[src/rtl/serial_adder.sv]
// serial_adder: multi-cycle adder/subtractor. A WIDTH-bit operand pair is
// processed SLICE bits per clock through a ripple chain of 1-bit full-adder
// cells, with the carry registered between slices. start/done handshake.
// Optional feature: define SERIAL_ADDER_ERR_EN to add the sticky 'err'
// output, set when start is requested while an operation is running.
module serial_adder #(
   parameter int WIDTH = 16,
   parameter int SLICE = 4
) (
   input  logic             clk,
   input  logic             rst,
   input  logic             start,
   input  logic [WIDTH-1:0] A,
   input  logic [WIDTH-1:0] B,
   input  logic             C_in,
   input  logic             sub,
   output logic             busy,
   output logic             done,
   output logic [WIDTH-1:0] S,
   output logic             C_out,
   output logic             Ofl
`ifdef SERIAL_ADDER_ERR_EN
   ,
   output logic             err
`endif
);

   localparam int            N    = WIDTH / SLICE;
   localparam int            CW   = (N > 1) ? $clog2(N) : 1;
   localparam logic [CW-1:0] LAST = CW'(N - 1);

   // Reject illegal geometries at elaboration time.
   if (WIDTH < 1 || SLICE < 1 || SLICE > WIDTH || (WIDTH % SLICE) != 0) begin : g_param_check
      $error("serial_adder: WIDTH must be a positive multiple of SLICE");
   end

   typedef enum logic [1:0] {
      IDLE = 2'd0,
      RUN  = 2'd1,
      DONE = 2'd2
   } state_t;

   state_t           state;
   logic [CW-1:0]    counter;
   logic             carry;
   logic [WIDTH-1:0] a_reg;
   logic [WIDTH-1:0] b_reg;     // already inverted in subtract mode
   logic [WIDTH-1:0] work;

   logic [SLICE-1:0] a_slice;
   logic [SLICE-1:0] b_slice;
   logic [SLICE-1:0] sum_slice;
   logic             slice_cout;
   logic             msb_cin;
   logic [WIDTH-1:0] next_work;
   logic             c;

   // Ripple the current slice through SLICE full-adder cells from the registered carry.
   always_comb begin
      // NOTE: every signal written here gets a default first, so no latch is inferred.
      a_slice   = a_reg[counter*SLICE +: SLICE];
      b_slice   = b_reg[counter*SLICE +: SLICE];
      sum_slice = '0;
      msb_cin   = 1'b0;
      c         = carry;
      // NOTE: blocking assignments model the ripple: each cell must see the
      // carry produced by the previous cell in the same evaluation.
      for (int i = 0; i < SLICE; i++) begin
         sum_slice[i] = a_slice[i] ^ b_slice[i] ^ c;
         // In the last slice this is the carry into the word MSB.
         if (i == SLICE - 1) msb_cin = c;
         c = (a_slice[i] & b_slice[i]) | (c & (a_slice[i] ^ b_slice[i]));
      end
      slice_cout = c;
      next_work  = work;
      next_work[counter*SLICE +: SLICE] = sum_slice;
   end

   // Control FSM and result registers; rst takes priority over start.
   always_ff @(posedge clk) begin
      // NOTE: non-blocking assignments so every register updates from pre-edge values.
      if (rst) begin
         state   <= IDLE;
         counter <= '0;
         carry   <= 1'b0;
         busy    <= 1'b0;
         done    <= 1'b0;
         S       <= '0;
         C_out   <= 1'b0;
         Ofl     <= 1'b0;
      end else begin
         done <= 1'b0;
         case (state)
            IDLE, DONE: begin
               if (start) begin
                  carry   <= sub ? ~C_in : C_in;
                  counter <= '0;
                  busy    <= 1'b1;
                  state   <= RUN;
               end else begin
                  state <= IDLE;
               end
            end
            RUN: begin
               carry   <= slice_cout;
               counter <= counter + CW'(1);
               if (counter == LAST) begin
                  counter <= '0;
                  busy    <= 1'b0;
                  done    <= 1'b1;
                  state   <= DONE;
                  S       <= next_work;
                  C_out   <= slice_cout;
                  Ofl     <= msb_cin ^ slice_cout;
               end
            end
            default: state <= IDLE;
         endcase
      end
   end

   // Operand capture on accept and slice-by-slice fill of the working sum.
   always_ff @(posedge clk) begin
      // NOTE: pure data registers carry no reset; the FSM decides when they are meaningful.
      if (start && state != RUN) begin
         a_reg <= A;
         b_reg <= sub ? ~B : B;
      end
      if (state == RUN) work <= next_work;
   end

`ifdef SERIAL_ADDER_ERR_EN
   // Sticky protocol error: a start request arrived while an operation was running.
   always_ff @(posedge clk) begin
      if (rst)                       err <= 1'b0;
      else if (start && state == RUN) err <= 1'b1;
   end
`endif

endmodule

[config.mk]
export PLATFORM = sky130hd
export DESIGN_NAME = serial_adder
export DESIGN_NICKNAME = d
export VERILOG_FILES = /design/src/rtl/serial_adder.sv
export SDC_FILE = /design/constraint.sdc
export NUM_CORES = 1
export LEC_CHECK = 0
export CAP_MARGIN = 20
export CORE_UTILIZATION = 45
export CTS_CLUSTER_DIAMETER = 30
export DETAILED_ROUTE_END_ITERATION = 10
export PLACE_DENSITY_LB_ADDON = 0.3
export REMOVE_ABC_BUFFERS = 1
export SLEW_MARGIN = 0
export SYNTH_ARGS = -nofsm -noshare
export SYNTH_HDL_FRONTEND = slang
export SYNTH_SLANG_ARGS = --single-unit
[constraint.sdc]
create_clock -name clk -period 9.1 [get_ports clk]
set_input_delay 2.275 -clock clk [delete_from_list [all_inputs] [get_ports clk]]
set_output_delay 2.275 -clock clk [all_outputs]
set_load 0.05 [all_outputs]
# Yosys cells after proc, flatten, opt, wreduce, memory -nomap -nowiden
# Cells that the tools add are included.
# op_classes
addsub	2
eq_ne	6
n_shift	4
mux	15
bitwise	24
n_reduce_logical	8
# op_table
op	count
negator 4 -> 34 bit	1
variable shift 4 x 34 -> 16 bit, first input constant	1
variable part select 4 x 34 -> 16 bit	1
variable part select 16 x 5 -> 4 bit	2
bitwise mux 16 bit	1
two-way mux 16 bit	1
inverter 16 bit	1
bitwise XOR 1 bit	9
AND 1 bit	8
case mux 2 bit (2 select lines)	2
two-way mux 1 bit	6
two-way mux 2 bit	3
equality test 2 bit, second input constant	2
!= test 2 bit, second input constant	2
bitwise OR 1 bit	4
case mux 1 bit (2 select lines)	2
AND reduction 2 bit	2
OR reduction 2 bit	2
AND reduction 3 bit	1
adder 2 x 1 -> 2 bit, second input constant	1
equality test 2 x 1 -> 1 bit, second input constant	1
logical NOT 2 bit	1
!= test 2 x 1 -> 1 bit, second input constant	1
inverter 1 bit	2
2 further kinds	2
# word_totals
ff_bits	73

# Longest topological paths before layout
# logic_depth
word_depth	11
mapped_depth	13

# Worst setup path after synthesis
# Ideal clock, no wire load.
# synth_path
path_kind	input port to flip-flop
from	input port start
to	register a_reg[0], enable pin
setup_time_ns	0.392
arrival_ns	3.068
path_slack_ns	5.640
stages	1
path_buffers	0
cell_sequence	and2_1
# synth_via
elab_chain_len	1
# synth_rtl
item	line_no	source
start: declaration	12	input logic start,
logical AND 1 bit	125	if (start && state != RUN) begin
end signal: assignment	126	a_reg <= A;
end: declaration	46	logic [WIDTH-1:0] a_reg;
# Every way passes these cells.
# A chain may end at the register's enable or synchronous reset.

# Final worst setup path
# layout_path
from	register S[3]
to	output port S[3]
# layout_rtl
item	line_no	source
start: declaration	19	output logic [WIDTH-1:0] S,
start signal: assignment	112	S <= next_work;
# No word-level cell between the ends.

==> run_results.csv <==
group,metric,value,unit
setup_path,r2r_setup_slack,5.53,ns
synth,synthArstFlopShare,0,%
clock_tree,post_cts.resized_instances,0,
worst_hold_path,min_delay_worst_endpoint,"C_out$_SDFFE_PP0P_",
sta,finalSetupViolations,0,
routing,dr.max_layer_used,"met4",
setup_path,cp.required,6.83,ns
die,rows,30,
run_status,status,"complete, no violations",
sta,worstMarginPinSlew,0.871,ns
die,die_area,0.00774,sq mm
die,die_h,88,um
worst_hold_path,hp-class,"reg2reg",
setup_path,slowest_delay,0.82,ns
routing,routed_wl,5800,um
routing,post-route-drc-count,0,
setup_path,crit_family,"buffers and inverters",
die,core_area,0.00698,sq mm
setup_path,cp.arrival,1.52,ns
sta,rsz0062_at_grt,"false",
routing,wl_met1,2650,um
clock_tree,cts_sinks,73,
clock_tree,cts.path.max_buffers,2,
sta,final_max_slew_viol_count,0,
synth,synth_edf_count,48,
clock_tree,clk_pin_slew_worst_paths,0.07,ns
setup_path,path_max_fanout,2,
sta,post-route-period-util,41.8,%
routing,viasPerCell,5.00,
clock_tree,postCtsSetupBuffers,0,
routing,wl_per_cell,14.3,um
finish,final_nets,351,
finish,drive_above_1_share,16.8,%
synth,synth_cells,245,
setup_path,reg2reg_from,"counter[0]$_SDFFE_PP0P_",
die,die_w,88,um
synth,avgSynthCellArea,13.6,sq um
sta,min_period,3.80,ns
sta,fin_ws,5.30,ns
sta,fin_setup_tns,0,ns
die,initial_utilization,47.7,%
grt,first_global_vias,1993,
place,gp_congestion,0.733,
setup_path,worst_r2r_path_depth,12,
grt,grt_max_degree,33,
synth,ys_seq_area_share,58.3,%
setup_path,cp_slowest_cell,"clkdlybuf4s50_1",
pwr,p_per_area,189,mW/mm^2
setup_path,crit_type,"reg2out",
grt,grt-ovfl-total,0,
synth,synth_top_cell_by_area,"edfxtp_1",
synth,synth_cell_types,33,
setup_path,cp_num_buf_inv,1,
place,dp_hpwl,4010,um
clock_tree,clk_latency,0.34,ns
grt,track_usage,17.0,%
routing,met3_length,257,um
setup_path,r2r_end,"S[7]$_SDFFE_PP0P_",
sta,hold_viol,0,
synth,netlist_top_cells_area,"edfxtp_1 (43%), dfxtp_1 (15%), a311oi_2 (5.4%)",
synth,yosys_register_bits,73,
pwr,leakagePower,1.48,nW
pwr,peakVddDrop,103,uV
place,dp_slack,5.17,ns
finish,syn_to_final_growth,25.3,%
place,io_buffers,56,
setup_path,cp_cell_sequence,"clkdlybuf4s50_1",
clock_tree,cts_hold_buf,0,
clock_tree,htree_levels,3,
die,ios,57,
synth,synthFlopType,"edfxtp_1",
routing,via_count,2027,
clock_tree,cts-root-buf,"clkbuf_8",
synth,yosys_warnings,0,
routing,ant_nets,0,
clock_tree,cts_tree,"done",
flow_run,maxCapViolations,0,
finish,fill_cells,575,
synth,synth_area,0.00333,sq mm
routing,drtPass1Iterations,4,
worst_hold_path,whs_path_depth,2,
setup_path,cp-end-kind,"output port",
finish,diodes,0,
grt,antenna_found_initial,0,
setup_path,setup.worst_path.start_class,"flip-flop",
sta,skew,0.00759,ns
worst_hold_path,worstHoldStart,"C_out$_SDFFE_PP0P_",
clock_tree,cts_buffers,9,
routing,wl_met2,2840,um
routing,drtIter0Drc,73,
sta,relSlewSlack,41.8,%
grt,grt_pass1_wl,9670,um
sta,fmax,263,MHz
synth,synth_top_cell_area_share,43.3,%
power by group:
group / switching (mW) / leakage (nW) / total [mW] / internal (mW)
clock network: 0.123 / 0.117 / 0.307 / 0.184
logic: 0.0507 / 0.703 / 0.0977 / 0.0470
registers: 0.00787 / 0.661 / 0.386 / 0.378
layout make-up:
cell class              instances  area [sq um]  share of cell area (%)
clock inverters                 6           115                    2.76
inverters                      11          41.3                   0.990
well taps                      96           120                    2.88
clock buffers                  10           128                    3.06
flip-flops and latches         73          1940                    46.6
repair buffers                 60           591                    14.2
multi-input cells             149          1230                    29.6
cell families after synthesis:
group	share of synthesized area (%)
xor+xnor	4.74
buf+inv	4.55
flops	58.3
mux	5.41
simple gates	14.4
compound gates	7.89
fa+ha+maj	4.66
synthesized netlist by cell type, types with 2 or more instances:
| cell | count |
|---|---|
| nand3_1 | 12 |
| buf_6 | 4 |
| nor2b_1 | 2 |
| edfxtp_1 | 48 |
| nand3b_1 | 3 |
| dfxtp_1 | 25 |
| and2b_1 | 2 |
| clkbuf_1 | 2 |
| a311oi_1 | 4 |
| nor2_2 | 12 |
| ha_1 | 6 |
| nand2b_1 | 18 |
| xor2_1 | 16 |
| a311oi_2 | 12 |
| inv_1 | 11 |
| mux4_2 | 8 |
| fa_1 | 4 |
| xnor2_1 | 2 |
| nand4_1 | 4 |
| buf_2 | 3 |
| a21oi_1 | 5 |
| nor2_1 | 10 |
| nand2_1 | 22 |
worst max-delay path by stage:
stage                                  from            endpoint  slack (ns)  depth (start not counted)
finish                    S[3]$_SDFFE_PP0P_                S[3]        5.30                          1
global route        counter[0]$_SDFFE_PP0P_   S[7]$_SDFFE_PP0P_        5.24                         12
CTS                       S[3]$_SDFFE_PP0P_                S[3]        5.28                          1
detailed placement                      sub  carry$_SDFFE_PP0P_        5.17                          4
global placement                        sub  carry$_SDFFE_PP0P_        5.19                          4
floorplan                             start  a_reg[0]$_DFFE_PP_        5.64                          1
cells in the final DEF (no fill, tap or decap), drive strengths merged:
cell type and count:
mux4 8, clkinv 1, inv 12, nand2 22, nor3b 1, and3b 1, clkinvlp 1, o21a 1
xnor2 2, nor2b 2, nand3b 3, a311oi 16, xor2 16, fa 4, dfxtp 25, a31oi 1
nand4 4, and2b 2, nand3 12, ha 6, nor2 22, nor4b 1, edfxtp 48, and2 1
a2bb2oi 1, clkbuf 10, clkdlybuf4s50 56, bufinv 3, a21oi 5, nand2b 18, buf 4
metrics by stage:
stage	utilization (%)	total power [mW]	instances	hold WS, ns	cell area (sq um)
CTS	59.7	0.798	405	0.462	4170
floorplan	-	0.452	233	0.437	3220
finish	59.7	0.790	405	0.456	4170
detailed placement	56.3	0.492	389	0.451	3930
global route	59.7	0.823	405	0.473	4170
global placement	56.3	0.489	389	0.445	3930
routing by layer:
layer  track usage [%]  vias up
li1                  -     1003
met1              22.4      958
met2              26.7       62
met3              3.58        4
met4              8.49        0
met5                 0        -
Note: power is estimated with default switching activity, not from simulation.
